<file path="src/rtl/csr_pkg.sv">
// Shared CSR definitions for csr_file: machine-mode CSR addresses,
// the RV32I misa constant and mstatus interrupt-enable bit positions.
package csr_pkg;

    localparam logic [11:0] CSR_MSTATUS   = 12'h300;
    localparam logic [11:0] CSR_MISA      = 12'h301;
    localparam logic [11:0] CSR_MTVEC     = 12'h305;
    localparam logic [11:0] CSR_MSCRATCH  = 12'h340;
    localparam logic [11:0] CSR_MEPC      = 12'h341;
    localparam logic [11:0] CSR_MCAUSE    = 12'h342;
    localparam logic [11:0] CSR_MCYCLE    = 12'hB00;
    localparam logic [11:0] CSR_MINSTRET  = 12'hB02;
    localparam logic [11:0] CSR_MCYCLEH   = 12'hB80;
    localparam logic [11:0] CSR_MINSTRETH = 12'hB82;
    localparam logic [11:0] CSR_CYCLE     = 12'hC00;
    localparam logic [11:0] CSR_INSTRET   = 12'hC02;
    localparam logic [11:0] CSR_CYCLEH    = 12'hC80;
    localparam logic [11:0] CSR_INSTRETH  = 12'hC82;
    localparam logic [11:0] CSR_MHARTID   = 12'hF14;

    localparam logic [31:0] MISA_VAL = 32'h4000_0100;

    localparam int MSTATUS_MIE  = 3;
    localparam int MSTATUS_MPIE = 7;

endpackage

</file>
<file path="src/rtl/csr_counter64.sv">
// 64-bit performance counter with independently writable halves.
// Ports: clk_i, rst_n_i, inc_i (count enable), wr_lo_i/wr_hi_i (half
// writes, take priority over inc_i), wdata_i (32-bit), value_o (64-bit).
module csr_counter64 (
    input  logic        clk_i,
    input  logic        rst_n_i,
    input  logic        inc_i,
    input  logic        wr_lo_i,
    input  logic        wr_hi_i,
    input  logic [31:0] wdata_i,
    output logic [63:0] value_o
);

    logic [63:0] cnt_q;
    logic [63:0] cnt_d;

    // A write to either half freezes counting for that cycle; the
    // unwritten half holds, so no carry can leak across.
    always_comb begin
        cnt_d = cnt_q;
        if (wr_lo_i || wr_hi_i) begin
            if (wr_lo_i) cnt_d[31:0]  = wdata_i;
            if (wr_hi_i) cnt_d[63:32] = wdata_i;
        end else if (inc_i) begin
            cnt_d = cnt_q + 64'd1;
        end
    end

    always_ff @(posedge clk_i or negedge rst_n_i) begin
        if (!rst_n_i) cnt_q <= 64'd0;
        else          cnt_q <= cnt_d;
    end

    assign value_o = cnt_q;

endmodule

</file>
<file path="src/rtl/csr_file.sv">
// Machine-mode CSR file for a single-hart RV32I core.
// Ports: clk_i, rst_n_i, en_i (pipeline enable), csr_rd_addr_i ->
// csr_rd_data_o / csr_rd_illegal_o (combinational), csr_wr_en_i,
// csr_wr_addr_i, csr_wr_data_i, retire_i, csr_wr_illegal_o (1-cycle pulse).
module csr_file
    import csr_pkg::*;
#(
    parameter logic [31:0] HART_ID   = 32'h0,
    parameter logic [31:0] MTVEC_RST = 32'h0
) (
    input  logic        clk_i,
    input  logic        rst_n_i,
    input  logic        en_i,
    input  logic [11:0] csr_rd_addr_i,
    output logic [31:0] csr_rd_data_o,
    output logic        csr_rd_illegal_o,
    input  logic        csr_wr_en_i,
    input  logic [11:0] csr_wr_addr_i,
    input  logic [31:0] csr_wr_data_i,
    input  logic        retire_i,
    output logic        csr_wr_illegal_o
);

    localparam logic [31:0] MTVEC_RST_V = {MTVEC_RST[31:2], 2'b00};

    logic        wr_fire;
    logic        wr_legal;

    logic        mie_q;
    logic        mpie_q;
    logic [31:0] mtvec_q;
    logic [31:0] mscratch_q;
    logic [31:0] mepc_q;
    logic [31:0] mcause_q;
    logic        wr_illegal_q;

    logic [31:0] mstatus_val;
    logic [63:0] cycle_val;
    logic [63:0] instret_val;

    assign wr_fire = csr_wr_en_i & en_i;

    // Only these addresses accept writes; anything else, including
    // the read-only 0xCxx/0xFxx space and misa, flags an illegal write.
    always_comb begin
        wr_legal = 1'b0;
        case (csr_wr_addr_i)
            CSR_MSTATUS, CSR_MTVEC, CSR_MSCRATCH,
            CSR_MEPC, CSR_MCAUSE, CSR_MCYCLE,
            CSR_MINSTRET, CSR_MCYCLEH, CSR_MINSTRETH:
                wr_legal = 1'b1;
            default:
                wr_legal = 1'b0;
        endcase
    end

    always_ff @(posedge clk_i or negedge rst_n_i) begin
        if (!rst_n_i) begin
            mie_q        <= 1'b0;
            mpie_q       <= 1'b0;
            mtvec_q      <= MTVEC_RST_V;
            mscratch_q   <= 32'h0;
            mepc_q       <= 32'h0;
            mcause_q     <= 32'h0;
            wr_illegal_q <= 1'b0;
        end else begin
            wr_illegal_q <= wr_fire & ~wr_legal;
            if (wr_fire) begin
                case (csr_wr_addr_i)
                    CSR_MSTATUS: begin
                        mie_q  <= csr_wr_data_i[MSTATUS_MIE];
                        mpie_q <= csr_wr_data_i[MSTATUS_MPIE];
                    end
                    CSR_MTVEC:    mtvec_q    <= {csr_wr_data_i[31:2], 2'b00};
                    CSR_MSCRATCH: mscratch_q <= csr_wr_data_i;
                    CSR_MEPC:     mepc_q     <= {csr_wr_data_i[31:1], 1'b0};
                    CSR_MCAUSE:   mcause_q   <= csr_wr_data_i;
                    default: ;
                endcase
            end
        end
    end

    csr_counter64 u_cycle (
        .clk_i   (clk_i),
        .rst_n_i (rst_n_i),
        .inc_i   (1'b1),
        .wr_lo_i (wr_fire && csr_wr_addr_i == CSR_MCYCLE),
        .wr_hi_i (wr_fire && csr_wr_addr_i == CSR_MCYCLEH),
        .wdata_i (csr_wr_data_i),
        .value_o (cycle_val)
    );

    csr_counter64 u_instret (
        .clk_i   (clk_i),
        .rst_n_i (rst_n_i),
        .inc_i   (retire_i & en_i),
        .wr_lo_i (wr_fire && csr_wr_addr_i == CSR_MINSTRET),
        .wr_hi_i (wr_fire && csr_wr_addr_i == CSR_MINSTRETH),
        .wdata_i (csr_wr_data_i),
        .value_o (instret_val)
    );

    always_comb begin
        mstatus_val               = 32'h0;
        mstatus_val[MSTATUS_MIE]  = mie_q;
        mstatus_val[MSTATUS_MPIE] = mpie_q;
    end

    always_comb begin
        csr_rd_data_o    = 32'h0;
        csr_rd_illegal_o = 1'b0;
        case (csr_rd_addr_i)
            CSR_MSTATUS:  csr_rd_data_o = mstatus_val;
            CSR_MISA:     csr_rd_data_o = MISA_VAL;
            CSR_MTVEC:    csr_rd_data_o = mtvec_q;
            CSR_MSCRATCH: csr_rd_data_o = mscratch_q;
            CSR_MEPC:     csr_rd_data_o = mepc_q;
            CSR_MCAUSE:   csr_rd_data_o = mcause_q;
            CSR_MCYCLE,
            CSR_CYCLE:    csr_rd_data_o = cycle_val[31:0];
            CSR_MCYCLEH,
            CSR_CYCLEH:   csr_rd_data_o = cycle_val[63:32];
            CSR_MINSTRET,
            CSR_INSTRET:  csr_rd_data_o = instret_val[31:0];
            CSR_MINSTRETH,
            CSR_INSTRETH: csr_rd_data_o = instret_val[63:32];
            CSR_MHARTID:  csr_rd_data_o = HART_ID;
            default:      csr_rd_illegal_o = 1'b1;
        endcase
    end

    assign csr_wr_illegal_o = wr_illegal_q;

endmodule

</file>
<file path="config.mk">
export PLATFORM = sky130hd
export DESIGN_NAME = csr_file
export DESIGN_NICKNAME = d
export VERILOG_FILES = /design/src/rtl/csr_pkg.sv /design/src/rtl/csr_counter64.sv /design/src/rtl/csr_file.sv
export SDC_FILE = /design/constraint.sdc
export NUM_CORES = 1
export LEC_CHECK = 0
export BUFFER_PORTS_ARGS = -buffer_cell sky130_fd_sc_hd__buf_2
export CAP_MARGIN = 20
export CORE_ASPECT_RATIO = 1.75
export CORE_MARGIN = 5
export CORE_UTILIZATION = 40
export DETAILED_ROUTE_END_ITERATION = 10
export GPL_TIMING_DRIVEN = 0
export PLACE_DENSITY_LB_ADDON = 0.25
export RECOVER_POWER = 100
export SETUP_SLACK_MARGIN = 0.4
export SYNTH_ARGS = -nofsm -noshare
export SYNTH_HDL_FRONTEND = slang
export SYNTH_SLANG_ARGS = --single-unit
</file>
<file path="constraint.sdc">
create_clock -name clk_i -period 8.7 [get_ports clk_i]
set_input_delay 2.61 -clock clk_i [delete_from_list [all_inputs] [get_ports clk_i]]
set_output_delay 2.61 -clock clk_i [all_outputs]
set_load 0.1 [all_outputs]
</file>
**Word-level counts from Yosys, hierarchy flattened**

Index checks and enable logic that the tools add are counted.
Widths: inputs -> output; s select.

- Add/subtract/negate cells: 2
- Muxes and demuxes: 10
- Bitwise operators: 4
- Equal/unequal tests: 28
- Reductions and logical operators: 20

Operator list:

| kind | count |
|---|---|
| $pmux 32 s10 | 1 |
| $mux 64 | 3 |
| $eq 12x12->1 const B | 13 |
| $eq 12x10->1 const B | 11 |
| $add 64x1->64 const B | 2 |
| $mux 32 | 4 |
| $reduce_or 15->1 | 1 |
| $reduce_and 2->1 | 7 |
| $reduce_or 9->1 | 1 |
| $ne 2x1->1 const B | 4 |
| $reduce_or 2->1 | 4 |
| $logic_and 1x1->1 | 4 |
| $and 1x1->1 | 3 |
| $logic_or 1x1->1 | 2 |
| $mux 1 | 2 |
| $reduce_bool 2->1 | 1 |
| $not 1->1 | 1 |

- Output and inout bits: 34
- Bits of input ports: 61
- Word-level logic and storage cells: 75
- Flip-flop bits (word level): 256

**Longest topological paths before layout**

Gate-level depths: netlist of run 1.

- Depth in word-level cells: 5
- Gate-level depth with buffers: 10
- Mapped depth without buffers: 7

**Hierarchy**

From an unflattened synthesis of run 1, not the netlist that was laid out.

- Cells, all modules: 1,669
- Area total of the unflattened synthesis: 15,616.2 um^2

By module, submodules not included:

| module | cells each | area an instance (um^2) | instances | seq. area each (um^2) |
|---|---|---|---|---|
| csr_file | 628 | 7,244.4 | 1 | 3,203.1 |
| csr_counter64 at u_instret | 530 | 4,254.1 | 1 | 1,601.5 |
| csr_counter64 at u_cycle | 511 | 4,117.7 | 1 | 1,601.5 |

**Worst setup path after synthesis of run 1**

OpenSTA, ideal clock, no wires.

- Path kind: input to output
- Start point: input port csr_rd_addr_i[1]
- End point: output port csr_rd_illegal_o
- Data arrival time: 7.920 ns
- Buffers on the path: 2
- Cell stages on the path: 5
- Slack: -1.830 ns
- Required time: 6.090 ns
- Cells stage by stage: clkbuf_1 or2_2 nor4_1 clkbuf_1 a2111oi_0

- Cells in the longest elaborated chain, start to end: 3
- Elaborated cells on any way between the ends: 17
- Classes of those cells: 15 x eq/ne; 1 x mux; 1 x reduce/logical

Ends and longest elaborated chain:

| what | line | text |
|---|---|---|
| start: declaration | csr_file.sv:14 | `input logic [11:0] csr_rd_addr_i,` |
| $eq 12x12->1 / $eq 12x10->1 (equally long branches) | csr_file.sv:113 | `case (csr_rd_addr_i)` |
| $reduce_or 15->1 (no line) (*) | -- |  |
| $mux 1 (*) | csr_file.sv:113 |  |
| end: declaration | csr_file.sv:16 | `output logic csr_rd_illegal_o,` |

Every way passes the cells marked *; elsewhere a longest branch is shown, timed or not.

**Worst setup path after layout of run 1**

- Start point: input port csr_rd_addr_i[5]
- End point: output port csr_rd_data_o[13]

- Cells in the longest elaborated chain, start to end: 3
- Elaborated cells on any way between the ends: 19
- Classes of those cells: 14 x eq/ne; 1 x mux; 4 x reduce/logical

Ends and longest elaborated chain:

| what | line | text |
|---|---|---|
| $eq 12x12->1 | csr_file.sv:113 |  |
| $reduce_or 2->1 | csr_file.sv:113 |  |
| $pmux 32 s10 (*) | csr_file.sv:113 |  |
| end: declaration | csr_file.sv:15 | `output logic [31:0] csr_rd_data_o,` |

Marks and branches as above.

==> flow_summary.toml, run 1 <==
[status]
status = "complete, but fails checks"
violations = "max-capacitance violations, max-slew violations"

[synthesis]
yosysSeqAreaShare_pct = 41.4
postSynthCellCount = 1632
post-synth-top-count-cell = "dfrtp_1"
synth_area_per_cell_um2 = 9.49
synth_compound_area_share_pct = 18.5
ys_ff_latch = 256
netlist_area_um2 = 15500
yosys_warnings = 0
synth_top_family_by_area = "simple AND/OR/NAND/NOR gates"
yosys-mux-area-fraction_pct = 16.0
synth_edf_count = 0
yosys.area_share.simple_pct = 19.8
synth-async-reset-ratio_pct = 100
synth_commonest_cells = "dfrtp_1 (256), a21oi_1 (127), nand2_1 (118), mux2_2 (108), nor2_1 (106)"
ys_types = 83
post_synth_xor_area_fraction_pct = 0.339
synth_nets = 1695
synth_area_leaders = "dfrtp_1 (41%), mux2_2 (7.9%), mux2i_1 (5.6%)"
synth_top_cell_area_share_pct = 41.4
yosysTopAreaCell = "dfrtp_1"
synth_fa_ha_area_share_pct = 0.162
ys.flop_type = "dfrtp_1"

[global_routing]
grt_pass1_vias = 15300
gr-total-overflow = 0
grt_max_degree = 94
gr-usage-met3_pct = 5.88
grt.total_usage_pct = 34.9
antenna_found_initial = 3
grtUsageMet2_pct = 58.2
grt_pass1_wl_mm = 110
busiest_layer = "met2"
grt_use_met1_pct = 38.3

[worst_setup_path]
worst-path-max-fanout = 10
rr_worst_depth = 8
cp.arrival_ns = 5.87
endpoint_kind = "primary output"
r2r-start = "u_instret.value_o[0]"
start_kind = "input pin"
cp-startpoint = "csr_rd_addr_i[5]"
required_ns = 6.09
criticalPathCategory = "input pin to primary output"

[final_layout]
finalNonFillerCells = 2264
drive_gt1_share_pct = 16.5
final_nets = 1820
nFillCells = 3808
fin_util_pct = 45.4
syn_to_final_growth_pct = 12.5

[placement]
hpwl_mm = 58.1
routabilityCongestion = 1.11
dp_slack_ns = 0.351
numPortBuffers = 89
dpl.cell_count = 2211

[clock_tree]
h-tree-depth = 1
clock_latency_ns = 0.59
cts_tree = "yes"
clock_path_buffers = 3
path_clk_slew_ns = 0.07
numClockSinks = 256
clockRootBuffer = "clkbuf_16"
holdBufCountCts = 0
cts_buffers = 28

[sta]
worst_pin_slew_ns = 4.95
whs_ns = 0.489
final_max_slew_viol_count = 94
maxSlewHeadroom_pct = -230
fmax_mhz = 118
fin_ws_ns = 0.225
fin_crit_sh_pct = 97.4
setup_violations = 0
fin_skew_ns = 0.0204
finalHoldViolations = 0
period_minus_slack_ns = 8.48
rsz0062_at_grt = "yes"

[flow_run]
maxCapViolCount = 2

[pwr]
p_int_mw = 1.94
leakage_nw = 7.63
power.density_nw_per_um2 = 159
combPwrFrac_pct = 10.6
p_total_mw = 2.77
vdd_ir_drop_max_mv = 0.144
p_clk_share_pct = 43.0
p_sw_mw = 0.830
swShare_pct = 29.9
seqPwrFrac_pct = 46.4

[die]
fp.dieArea_um2 = 42900
core_area_um2 = 38400
start_util_pct = 40.3
die_y_um = 270
row_count = 95
io_pins = 95
fp.dieW_um = 159

[min_path]
worstHoldStart = "mcause_q[3]"
hp-class = "register to register"
hold_depth = 1

[drt]
postRouteAntennaNets = 0
dr.pass1.iters = 8
vias_per_cell = 6.82
wl_per_cell_um = 34.5
route.detailed.drc = 0
drt_iter0_drc = 1492
route.final.wire_length_mm = 78.2
num_vias = 15400
-- critical path, stage by stage --
cell	delay (ns)
buf_2	0.10
or4_1	0.61
nor4_2	0.95
clkbuf_1	0.60
a222oi_1	0.28
o221ai_1	0.18
clkbuf_2	0.52
-- state kept, by name (all words and copies together), names as in the netlist --
name / count
csr_wr_illegal_o: 1
mepc_q: 31
mscratch_q: 32
mie_q: 1
mpie_q: 1
mtvec_q: 30
mcause_q: 32
u_instret.value_o: 64
u_cycle.value_o: 64
-- layout make-up --
type / count / area, um2 / area share [%]
multi-input combinational: 1235 / 8440 / 48.5
sequential: 256 / 6410 / 36.8
clock buffer: 39 / 792 / 4.55
tap: 485 / 607 / 3.48
timing repair buffer: 95 / 517 / 2.97
buffer: 118 / 479 / 2.75
clock inverter: 12 / 86.3 / 0.496
inverter: 23 / 86.3 / 0.496
antenna: 1 / 2.50 / 0.0144
-- power by group through the flow --
stage	clock [mW]	sequential [mW]	combinational, mW
5_1_grt	1.24	1.29	0.304
3_3_place_gp	0	1.30	0.279
4_1_cts	1.20	1.28	0.287
6_report	1.19	1.29	0.294
3_5_place_dp	0	1.30	0.286
2_1_floorplan	0	1.28	0.132
-- what timing repair did --
item | in CTS | in global routing
buffers inserted | 0 | 0
setup endpoints to repair | 4 | 7
resized for setup | 1 | 4
hold endpoints to repair | 0 | 0
-- per-layer routing --
layer	share of wire (%)	vias up
met5	0.050	-
met4	11	6
met3	7.7	332
met2	48	962
met1	34	7630
li1	-	6516
-- cells by family (layout without fill, tap and decap cells) --
logic type                 after synthesis  in the layout
AOI/OAI and AO/OA                      436            436
muxes                                  229            229
xor gates and xnor gates                 6              6
buffers and inverters                  141            287
other                                    0              1
adders and majority gates                2              2
and+or+nand+nor                        562            562
DFF                                    256            256
-- layout by cell type (no fill, tap or decap), types with 14 or more instances in the layout --
master and n:
o21ai_0 84, and3_1 24, clkbuf_1 107, inv_1 23, buf_2 71, mux2i_1 86
a211o_1 14, nor4_1 29, nand2_1 118, mux2_1 35, o221ai_1 17, nand3_1 79
dfrtp_1 256, clkbuf_16 28, mux2_2 108, nor3_1 49, a2bb2oi_1 14, nor2_1 107
clkbuf_2 30, a31oi_1 14, a222oi_1 15, a21oi_1 127, nand4_1 66, o22ai_1 39
-- worst paths after layout --
kind,slack [ns],to
max in group asynchronous,2.09,mepc_q[3]
worst max register to register,5.39,u_instret.value_o[54]
worst min register to register,0.49,mcause_q[3]
worst max-delay path,0.22,csr_rd_data_o[13]
min in group asynchronous,3.81,u_instret.value_o[50]
worst min-delay path,0.49,mcause_q[3]
-- stage by stage --
stage	TNS [ns]	cell area [um2]
finish	0	17400
global route	0	17400
CTS	0	17500
detailed placement	0	16600
global placement	-1.87	16500
floorplan	0	15500
Note: power is estimated with default switching activity, not from simulation.
==> run 2, diff against run 1 <==
--- a/config.mk
+++ b/config.mk
@@ -5,6 +5,7 @@
 export SDC_FILE = /design/constraint.sdc
 export NUM_CORES = 1
 export LEC_CHECK = 0
+export ABC_AREA = 1
 export BUFFER_PORTS_ARGS = -buffer_cell sky130_fd_sc_hd__buf_2
 export CAP_MARGIN = 20
 export CORE_ASPECT_RATIO = 1.75
==> flow_summary.toml, run 2 <==
[drt]
postRouteAntennaNets = 0
route.detailed.drc = 0
met2_length_mm = 42.7
drt-met1-wl_mm = 28.5
dr_wl_met3_mm = 6.38
route.final.wire_length_mm = 90.5
highest_layer = "met4"
vias_per_cell = 5.77
num_vias = 19000
drt_iter0_drc = 2002
wl_per_cell_um = 27.4
dr.pass1.iters = 6

[synthesis]
yosysSeqAreaShare_pct = 38.5
synth_edf_count = 0
synth-async-reset-ratio_pct = 100
post-synth-top-count-cell = "nand2_1"
synth_commonest_cells = "nand2_1 (848), nor2_1 (453), dfrtp_1 (256), inv_1 (231), o21ai_0 (220)"
synth_top_cell_area_share_pct = 38.5
synth_area_per_cell_um2 = 6.41
netlist_area_um2 = 16600
ys_types = 47
ys.flop_type = "dfrtp_1"
yosys_warnings = 0
yosysTopAreaCell = "dfrtp_1"
synth_nets = 2660
postSynthCellCount = 2597
synth_area_leaders = "dfrtp_1 (38%), nand2_1 (19%), nor2_1 (10%)"
ys_ff_latch = 256

[final_layout]
final_nets = 2785
layout_common_cells = "nand2_1 (853), nor2_1 (457), dfrtp_1 (256)"
fin_util_pct = 44.9
drive_gt1_share_pct = 6.93
syn_to_final_growth_pct = 11.9
stdcell_area_um2 = 18600
layout_commonest_cell = "nand2_1"
finalNonFillerCells = 3299

[worst_setup_path]
cp_slowest_cell = "clkbuf_1"
worstPathCellList = "buf_2 > inv_1 > nand2_1 > nor3_1 > nand3_1 > clkbuf_1 > o22ai_1 > a21oi_1 > nand2_1 > clkbuf_1"
cp.arrival_ns = 5.77
criticalPathCategory = "input pin to primary output"
required_ns = 6.09
worst-path-max-fanout = 10
crit_family = "buffers and inverters"
endpoint_kind = "primary output"
path_buf_inv = 4
critical_path.max_stage_delay_ns = 0.89
start_kind = "input pin"

[die]
die_y_um = 280
row_count = 99
start_util_pct = 40.1
io_pins = 95
core_area_um2 = 41500
fp.dieArea_um2 = 45900
fp.dieW_um = 164

[clock_tree]
clockRootBuffer = "clkbuf_16"
clock_path_buffers = 3
cts_resized = 0
numClockSinks = 256
h-tree-depth = 1
path_clk_slew_ns = 0.06
cts_setup_buffers = 0
cts_buffers = 28
holdBufCountCts = 0
cts_tree = "yes"
clock_latency_ns = 0.60

[sta]
fin_ws_ns = 0.317
fin_skew_ns = 0.0214
maxSlewHeadroom_pct = -144
whs_ns = 0.487
finalSetupTns_ns = 0
worst_pin_slew_ns = 3.66
rsz0062_at_grt = "no"
fin_crit_sh_pct = 96.4
final_max_slew_viol_count = 145
setup_violations = 0
fmax_mhz = 119
period_minus_slack_ns = 8.38
finalHoldViolations = 0

[pwr]
combPwrFrac_pct = 14.5
p_int_mw = 2.09
leakage_nw = 8.97
p_total_mw = 3.13
vdd_ir_drop_max_mv = 0.133
p_clk_share_pct = 41.1
power.density_nw_per_um2 = 168
seqPwrFrac_pct = 44.4
swShare_pct = 33.3
p_sw_mw = 1.04

[global_routing]
grt.total_usage_pct = 38.9
antenna_found_initial = 3
grt_pass1_vias = 18400
grt_pass1_wl_mm = 127
grt_max_degree = 115
gr-total-overflow = 0

[placement]
dpl_cell_area_um2 = 17900
routabilityCongestion = 1.06
dpl.cell_count = 3247
numPortBuffers = 93
hpwl_mm = 72.9
dp_slack_ns = 0.679

[status]
violations = "max-capacitance violations, max-slew violations"
status = "complete, but fails checks"

[flow_run]
maxCapViolCount = 2

[min_path]
hp-class = "register to register"
## run 2: changes by cell type after synthesis, sizes merged, moves of 51 or more
cell | previous run | this run
mux2 | 143 | 0
mux2i | 86 | 0
inv | 23 | 239
nand2 | 119 | 856
nor2 | 107 | 467
o21ai | 91 | 265
nand3 | 79 | 130
## run 2: cell type report
class,count,area [um2]
fillers,4522,22900
inverters,240,902
flip-flops and latches,256,6410
clock buffers,35,778
diodes,1,2.50
clock inverters,16,170
multi-input cells,2011,8790
well taps,555,694
plain buffers,90,389
repair buffers,95,485
## run 2: power groups by stage
stage	Clock (mW)	Combinational, mW	Sequential (mW)
after floorplan	0	0.280	1.35
after global placement	0	0.442	1.40
after detailed placement	0	0.452	1.41
after CTS	1.29	0.455	1.38
after global routing	1.33	0.504	1.40
final	1.29	0.456	1.39
## run 2: cells by family after synthesis
kind of cell | share of synthesized area, %
compound gates | 14.9
xor+xnor | 0.947
fa+ha+maj | 0.150
buf+inv | 8.12
flops | 38.5
simple gates | 37.4
## run 2: tightest hold or removal path: stages (launching register included)
cell and delay, ns:
dfrtp_1 0.34, nand2_1 0.05, o21ai_0 0.06
## run 2: metal layers
layer | track usage [%] | vias up
met5 | 0 | -
met4 | 42.1 | 0
met3 | 6.82 | 480
met2 | 64.5 | 1131
met1 | 38.6 | 8852
li1 | - | 8586
## run 2: final timing paths
kind | from | endpoint | slack [ns] | cells after the start
setup reg to reg | u_cycle.value_o[0] | u_cycle.value_o[59] | 5.91 | 11
hold reg to reg | mtvec_q[24] | mtvec_q[24] | 0.49 | 2
min in group asynchronous | rst_n_i | u_instret.value_o[35] | 3.26 | 1
hold / removal | mtvec_q[24] | mtvec_q[24] | 0.49 | 2
max in group asynchronous | rst_n_i | u_cycle.value_o[62] | 1.65 | 2
setup / recovery | csr_rd_addr_i[3] | csr_rd_data_o[4] | 0.32 | 10
